### src/rtl/fp8_pkg.sv
// Shared definitions for the FP8 PE operand sequencer and its bench:
// operand width, sequencer state encoding and a few E4M3 constants.
package fp8_pkg;

    localparam int FP8_W = 8;

    // E4M3 reference values
    localparam logic [FP8_W-1:0] FP8_ONE = 8'h38;  // 1.0
    localparam logic [FP8_W-1:0] FP8_TWO = 8'h40;  // 2.0

    typedef enum logic [2:0] {
        ST_IDLE      = 3'd0,
        ST_CLEAR     = 3'd1,
        ST_STREAM    = 3'd2,
        ST_WAIT_DONE = 3'd3,
        ST_READ      = 3'd4,
        ST_HOLD      = 3'd5
    } seq_state_t;

    // A dot-product length is usable when it selects at least one slot
    // and no more slots than the buffer holds.
    function automatic logic len_in_range(input logic [31:0] len, input logic [31:0] depth);
        return (len != 32'd0) && (len <= depth);
    endfunction

endpackage

### src/rtl/fp8_pe_seq_if.sv
// Sequencer <-> processing-element link: operand stream with ready/valid,
// accumulator clear, and result completion/read handshake.
interface fp8_pe_seq_if;
    import fp8_pkg::*;

    logic [FP8_W-1:0] o_pe_a;
    logic [FP8_W-1:0] o_pe_b;
    logic             o_pe_data_valid;
    logic             o_pe_clear_acc;
    logic             o_pe_read_en;
    logic             i_pe_ready_for_new;
    logic             i_pe_mac_done;
    logic [FP8_W-1:0] i_pe_c;

    // Sequencer side
    modport master (
        output o_pe_a, o_pe_b, o_pe_data_valid, o_pe_clear_acc, o_pe_read_en,
        input  i_pe_ready_for_new, i_pe_mac_done, i_pe_c
    );

    // PE side
    modport slave (
        input  o_pe_a, o_pe_b, o_pe_data_valid, o_pe_clear_acc, o_pe_read_en,
        output i_pe_ready_for_new, i_pe_mac_done, i_pe_c
    );

endinterface

### src/rtl/fp8_pair_buf.sv
// Operand pair register file: DEPTH entries of {a, b}, one synchronous
// write port and one combinational read port. Contents survive reset.
module fp8_pair_buf
    import fp8_pkg::*;
#(
    parameter int DEPTH  = 9,
    parameter int ADDR_W = $clog2(DEPTH)
) (
    input  logic                 clk,
    input  logic                 i_we,
    input  logic [ADDR_W-1:0]    i_waddr,
    input  logic [2*FP8_W-1:0]   i_wdata,
    input  logic [ADDR_W-1:0]    i_raddr,
    output logic [2*FP8_W-1:0]   o_rdata
);

    logic [2*FP8_W-1:0] r_mem [DEPTH];

    logic w_wr_ok;
    logic w_rd_ok;

    assign w_wr_ok = int'(i_waddr) < DEPTH;
    assign w_rd_ok = int'(i_raddr) < DEPTH;

    // Store a pair; addresses beyond the buffer are dropped
    always_ff @(posedge clk) begin
        if (i_we && w_wr_ok) begin
            r_mem[i_waddr] <= i_wdata;
        end
    end

    assign o_rdata = w_rd_ok ? r_mem[i_raddr] : '0;

endmodule

### src/rtl/fp8_pe_seq.sv
// Operand sequencer feeding one FP8 PE: buffers up to DEPTH operand pairs,
// then per command clears the accumulator, streams the pairs, waits for
// the MAC result, reads it and offers it downstream on valid/ready.
module fp8_pe_seq
    import fp8_pkg::*;
#(
    parameter int DEPTH  = 9,
    parameter int LEN_W  = $clog2(DEPTH+1),
    parameter int ADDR_W = $clog2(DEPTH)
) (
    input  logic               clk,
    input  logic               i_reset,
    input  logic               i_wr_en,
    input  logic [ADDR_W-1:0]  i_wr_addr,
    input  logic [FP8_W-1:0]   i_wr_a,
    input  logic [FP8_W-1:0]   i_wr_b,
    input  logic               i_start,
    input  logic [LEN_W-1:0]   i_len,
    output logic               o_busy,
    output logic               o_cmd_err,
    fp8_pe_seq_if.master       pe,
    output logic [FP8_W-1:0]   o_result,
    output logic               o_result_valid,
    input  logic               i_result_ready
);

    seq_state_t r_state, w_state_nxt;
    logic [LEN_W-1:0] r_idx, w_idx_nxt;
    logic [LEN_W-1:0] r_len, w_len_nxt;

    logic               w_idle;
    logic               w_len_ok;
    logic               w_xfer;
    logic               w_last;
    logic [2*FP8_W-1:0] w_rd_pair;

    assign w_idle   = (r_state == ST_IDLE);
    assign w_len_ok = len_in_range(32'(i_len), 32'(DEPTH));
    // In STREAM the registered valid is always high, so ready alone decides
    assign w_xfer   = (r_state == ST_STREAM) && pe.i_pe_ready_for_new;
    assign w_last   = (r_idx == r_len - 1'b1);

    // Writes are only honoured while idle so a running stream never sees
    // its operands change underneath it.
    fp8_pair_buf #(
        .DEPTH  (DEPTH),
        .ADDR_W (ADDR_W)
    ) u_buf (
        .clk     (clk),
        .i_we    (w_idle && i_wr_en),
        .i_waddr (i_wr_addr),
        .i_wdata ({i_wr_a, i_wr_b}),
        .i_raddr (w_idx_nxt[ADDR_W-1:0]),
        .o_rdata (w_rd_pair)
    );

    // State, pair index and latched length
    always_ff @(posedge clk) begin
        if (i_reset) begin
            r_state <= ST_IDLE;
            r_idx   <= '0;
            r_len   <= '0;
        end else begin
            r_state <= w_state_nxt;
            r_idx   <= w_idx_nxt;
            r_len   <= w_len_nxt;
        end
    end

    // Next-state and index sequencing
    always_comb begin
        w_state_nxt = r_state;
        w_idx_nxt   = r_idx;
        w_len_nxt   = r_len;
        case (r_state)
            ST_IDLE: begin
                if (i_start && w_len_ok) begin
                    w_state_nxt = ST_CLEAR;
                    w_idx_nxt   = '0;
                    w_len_nxt   = i_len;
                end
            end
            ST_CLEAR: begin
                w_state_nxt = ST_STREAM;
            end
            ST_STREAM: begin
                if (w_xfer) begin
                    if (w_last) begin
                        w_state_nxt = ST_WAIT_DONE;
                    end else begin
                        w_idx_nxt = r_idx + 1'b1;
                    end
                end
            end
            ST_WAIT_DONE: begin
                if (pe.i_pe_mac_done) begin
                    w_state_nxt = ST_READ;
                end
            end
            ST_READ: begin
                w_state_nxt = ST_HOLD;
            end
            ST_HOLD: begin
                if (i_result_ready) begin
                    w_state_nxt = ST_IDLE;
                end
            end
            default: begin
                w_state_nxt = ST_IDLE;
            end
        endcase
    end

    // Registered outputs decoded from the upcoming state so every strobe
    // lines up with the state it belongs to.
    always_ff @(posedge clk) begin
        if (i_reset) begin
            o_busy              <= 1'b0;
            o_cmd_err           <= 1'b0;
            pe.o_pe_clear_acc   <= 1'b0;
            pe.o_pe_data_valid  <= 1'b0;
            pe.o_pe_a           <= '0;
            pe.o_pe_b           <= '0;
            pe.o_pe_read_en     <= 1'b0;
            o_result_valid      <= 1'b0;
            o_result            <= '0;
        end else begin
            o_busy             <= (w_state_nxt != ST_IDLE);
            o_cmd_err          <= w_idle && i_start && !w_len_ok;
            pe.o_pe_clear_acc  <= (w_state_nxt == ST_CLEAR);
            pe.o_pe_data_valid <= (w_state_nxt == ST_STREAM);
            pe.o_pe_read_en    <= (w_state_nxt == ST_READ);
            o_result_valid     <= (w_state_nxt == ST_HOLD);
            if (w_state_nxt == ST_STREAM) begin
                pe.o_pe_a <= w_rd_pair[2*FP8_W-1:FP8_W];
                pe.o_pe_b <= w_rd_pair[FP8_W-1:0];
            end else begin
                pe.o_pe_a <= '0;
                pe.o_pe_b <= '0;
            end
            // Capture on the edge that ends the read-acknowledge cycle
            if (r_state == ST_READ) begin
                o_result <= pe.i_pe_c;
            end
        end
    end

endmodule

### src/flat_wrapper.sv
// flat-port wrapper written by rule: the top's interface ports become plain ports
module fp8_pe_seq_flat import fp8_pkg::*;
#(
    parameter int DEPTH  = 9,
    parameter int LEN_W  = $clog2(DEPTH+1),
    parameter int ADDR_W = $clog2(DEPTH)
)
  (clk, i_reset, i_wr_en, i_wr_addr, i_wr_a, i_wr_b, i_start, i_len, o_busy, o_cmd_err, o_result, o_result_valid, i_result_ready, pe_o_pe_a, pe_o_pe_b, pe_o_pe_data_valid, pe_o_pe_clear_acc, pe_o_pe_read_en, pe_i_pe_ready_for_new, pe_i_pe_mac_done, pe_i_pe_c);
  fp8_pe_seq_if pe_i ();
  input  logic clk;
  input  logic i_reset;
  input  logic i_wr_en;
  input  logic [ADDR_W-1:0] i_wr_addr;
  input  logic [FP8_W-1:0] i_wr_a;
  input  logic [FP8_W-1:0] i_wr_b;
  input  logic i_start;
  input  logic [LEN_W-1:0] i_len;
  output logic o_busy;
  output logic o_cmd_err;
  output logic [FP8_W-1:0] o_result;
  output logic o_result_valid;
  input  logic i_result_ready;
  output wire logic [$bits(pe_i.o_pe_a)-1:0] pe_o_pe_a;
  output wire logic [$bits(pe_i.o_pe_b)-1:0] pe_o_pe_b;
  output wire logic [$bits(pe_i.o_pe_data_valid)-1:0] pe_o_pe_data_valid;
  output wire logic [$bits(pe_i.o_pe_clear_acc)-1:0] pe_o_pe_clear_acc;
  output wire logic [$bits(pe_i.o_pe_read_en)-1:0] pe_o_pe_read_en;
  input wire logic [$bits(pe_i.i_pe_ready_for_new)-1:0] pe_i_pe_ready_for_new;
  input wire logic [$bits(pe_i.i_pe_mac_done)-1:0] pe_i_pe_mac_done;
  input wire logic [$bits(pe_i.i_pe_c)-1:0] pe_i_pe_c;
  assign pe_o_pe_a = pe_i.o_pe_a;
  assign pe_o_pe_b = pe_i.o_pe_b;
  assign pe_o_pe_data_valid = pe_i.o_pe_data_valid;
  assign pe_o_pe_clear_acc = pe_i.o_pe_clear_acc;
  assign pe_o_pe_read_en = pe_i.o_pe_read_en;
  assign pe_i.i_pe_ready_for_new = pe_i_pe_ready_for_new;
  assign pe_i.i_pe_mac_done = pe_i_pe_mac_done;
  assign pe_i.i_pe_c = pe_i_pe_c;
  fp8_pe_seq #(.DEPTH(DEPTH), .LEN_W(LEN_W), .ADDR_W(ADDR_W)) u_core (.clk(clk), .i_reset(i_reset), .i_wr_en(i_wr_en), .i_wr_addr(i_wr_addr), .i_wr_a(i_wr_a), .i_wr_b(i_wr_b), .i_start(i_start), .i_len(i_len), .o_busy(o_busy), .o_cmd_err(o_cmd_err), .pe(pe_i), .o_result(o_result), .o_result_valid(o_result_valid), .i_result_ready(i_result_ready));
endmodule
### config.mk
export PLATFORM = sky130hd
export DESIGN_NAME = fp8_pe_seq_flat
export DESIGN_NICKNAME = d
export VERILOG_FILES = /design/src/rtl/fp8_pkg.sv /design/src/rtl/fp8_pe_seq_if.sv /design/src/rtl/fp8_pair_buf.sv /design/src/rtl/fp8_pe_seq.sv /design/src/flat_wrapper.sv
export SDC_FILE = /design/constraint.sdc
export NUM_CORES = 1
export LEC_CHECK = 0
export ABC_AREA = 1
export CAP_MARGIN = 25
export CORE_ASPECT_RATIO = 1.4
export CORE_MARGIN = 3
export CORE_UTILIZATION = 49
export CTS_BUF_LIST = sky130_fd_sc_hd__clkbuf_8 sky130_fd_sc_hd__clkbuf_16
export CTS_CLUSTER_DIAMETER = 30
export CTS_CLUSTER_SIZE = 24
export DETAILED_ROUTE_END_ITERATION = 10
export PLACE_DENSITY = 0.69
export RECOVER_POWER = 100
export SLEW_MARGIN = 10
export SYNTH_ARGS = -nofsm -noshare
export SYNTH_HDL_FRONTEND = slang
export SYNTH_SLANG_ARGS = --single-unit
### constraint.sdc
create_clock -name clk -period 3.6 [get_ports clk]
set_input_delay 0.36 -clock clk [delete_from_list [all_inputs] [get_ports clk]]
set_output_delay 0.36 -clock clk [all_outputs]
set_load 0.01 [all_outputs]
==> flow_summary.toml <==
[sta]
max_freq_mhz = 322
worst_slew_pin_slew_ns = 1.40
relSlewSlack_pct = 6.84
finalSetupTns_ns = 0
timing.final.crit_share_pct = 86.3
hold_viol = 0
setup_viol = 0
setup_slack_ns = 0.493
final-max-slew-violation-count = 0
skew_ns = 0.00515
finalCriticalPeriod_ns = 3.11
rsz0062_at_grt = "no"

[floorplan]
top_level_ports = 69
row_count = 54
initial_core_util_pct = 50.5
fp.dieW_um = 114
die_area_um2 = 17800
die_height_um = 157
core_um2 = 15700

[logic_synthesis]
syn_nets = 828
synth_area_leaders = "edfxtp_1 (54%), dfxtp_1 (10%), nand3_1 (7.7%)"
synth_cells = 787
yosys.area.top_type_share_pct = 54.4
yosysSeqAreaShare_pct = 64.8
synthesis.area_um2 = 7950
ys_warn_count = 0
synth-seq-cells = 185
synth_area_per_cell_um2 = 10.1
synth_cell_types = 31
synth_area_leader_cell = "edfxtp_1"

[worst_setup_path]
path_class = "flip-flop to flip-flop"
end_kind = "flip-flop"
worst_setup_path_start_kind = "flip-flop"
crit_path_top_delay_cell = "nand2_1"
path_cells = "inv_2, ha_1, or2_1, nand3_1, nor2_1, nand2_2, nand3_1, a21oi_1, o21ai_0, nand2_1, inv_2, nand3_1, nand3_1, a21oi_2"
required_ns = 3.97
cp_common_cell = "nand3_1"
arrival_ns = 3.47
path_max_fanout = 18
max_stage_delay_ns = 0.66

[pwr]
p_total_mw = 4.56
power.density_nw_per_um2 = 485
peakVddDrop_mv = 0.342
power.leakage_nw = 3.92

[status]
status = "completed"

[cells_and_area]
stdcell_count = 1060
final_nets = 892
layout_common_cells = "inv_1 (153), edfxtp_1 (144), nand3_1 (121), nand2_1 (106), nand4_1 (64)"
drive_above_1_share_pct = 7.06
insertedDiodeCount = 0
final_util_pct = 59.7
n_fill_cell = 1312
final_common_cell = "inv_1"
area.growth.synth_to_final_pct = 18.3

[route]
dr_total_vias = 5799
post_drt_wl_per_cell_um = 17.7
postRouteAntennaNets = 0
via_per_inst = 5.47
drtIter0Drc = 482
firstDrtPassIters = 7
wl_um = 18800
drc = 0

[grt]
antenna_found_initial = 0
grtUsageTotal_pct = 22.0
grt_max_degree = 66
first_global_vias = 5760
grt_overflow_total = 0
grt_pass1_wl_um = 30000

[placed_design]
dp_hpwl_um = 11300
place.gp.congestion = 0.813
place_inst = 1028
pre_cts_ws_ns = 0.759
io_buffers = 68

[worst_hold_path]
hp-class = "flip-flop to flip-flop"

[cts]
htree_levels = 4
cts_tree = "built"
cts_hold_buf = 0
cts_max_path_buffers = 2
clk_pin_slew_worst_paths_ns = 0.07
cts.sink_count = 185
clock_latency_ns = 0.44
post_cts_buffers = 0
cts_root_buf = "clkbuf_16"
numCtsBuffers = 17
cts_resized = 0

[flow_run]
maxCapViolations = 0
cell type report:
type / instances / area (µm²) / area share (%)
Clock buffer: 17 / 425 / 4.53
Clock inverter: 15 / 214 / 2.28
Inverter: 159 / 597 / 6.35
Multi-Input combinational cell: 402 / 1990 / 21.1
Sequential cell: 185 / 5140 / 54.8
Tap cell: 196 / 245 / 2.61
Timing Repair Buffer: 86 / 782 / 8.32
cells by family (layout without fill, tap and decap cells):
family	Yosys count	after routing	synth area share (%)
simple gates	355	355	21.4
buf+inv	200	277	10.0
flops	185	185	64.8
compound gates	45	45	3.50
fa+ha+maj	2	2	0.315
power breakdown:
part,internal [mW],switching [mW],leakage (nW),total (mW)
Clock,1.18,0.825,0.306,2.00
Sequential,2.34,0.0131,1.63,2.35
Combinational,0.0814,0.123,1.98,0.204
Total,3.60,0.961,3.92,4.56
flip-flops by register name, summed over array words and instances (netlist names):
name	flops
u_core.pe.o_pe_clear_acc	1
u_core.u_buf.r_mem	144
u_core.pe.o_pe_b	8
u_core.o_cmd_err	1
u_core.pe.o_pe_a	8
u_core.r_len	4
u_core.o_result	8
u_core.r_idx	4
u_core.r_state	3
u_core.o_busy	1
u_core.pe.o_pe_read_en	1
u_core.pe.o_pe_data_valid	1
u_core.o_result_valid	1
path summary, 6_finish.rpt:
path              startpoint                   to  slack [ns]  cells after the start
max          u_core.r_len[0]  u_core.pe.o_pe_b[1]        0.49                     14
min          u_core.r_len[2]      u_core.r_len[2]        0.48                      2
max reg2reg  u_core.r_len[0]  u_core.pe.o_pe_b[1]        0.49                     14
min reg2reg  u_core.r_len[2]      u_core.r_len[2]        0.48                      2
layer usage:
layer	routed length, µm	GRT usage, %	vias up
li1	-	-	2774
met3	1180	4.37	46
met1	7340	26.4	2748
met4	519	9.45	0
met2	9730	38.5	231
met5	0	0	-
stage by stage:
step / area, µm² / hold slack [ns]
after floorplan: 7950 / 0.445
after global placement: 8840 / 0.466
after detailed placement: 8840 / 0.468
after CTS: 9480 / 0.482
after global routing: 9400 / 0.503
final: 9400 / 0.484
critical path, delay by kind of cell (launching register included):
family	cells	cell delay, ns
fa+ha+maj	1	0.30
compound gates	3	0.37
buf+inv	2	0.46
flops	1	0.35
simple gates	8	1.55
synthesized netlist by cell type (all sizes together):
| library cell | number |
|---|---|
| nand2 | 109 |
| ha | 2 |
| a31oi | 1 |
| a21oi | 23 |
| inv | 158 |
| edfxtp | 144 |
| or2 | 2 |
| o21ai | 19 |
| or3 | 1 |
| nor2 | 43 |
| dfxtp | 41 |
| nand4 | 64 |
| nor3 | 11 |
| o31ai | 1 |
| nand3b | 1 |
| nand3 | 124 |
| clkbuf | 13 |
| buf | 28 |
| clkinv | 1 |
| o21bai | 1 |
Note: power is estimated with default switching activity, not from simulation.
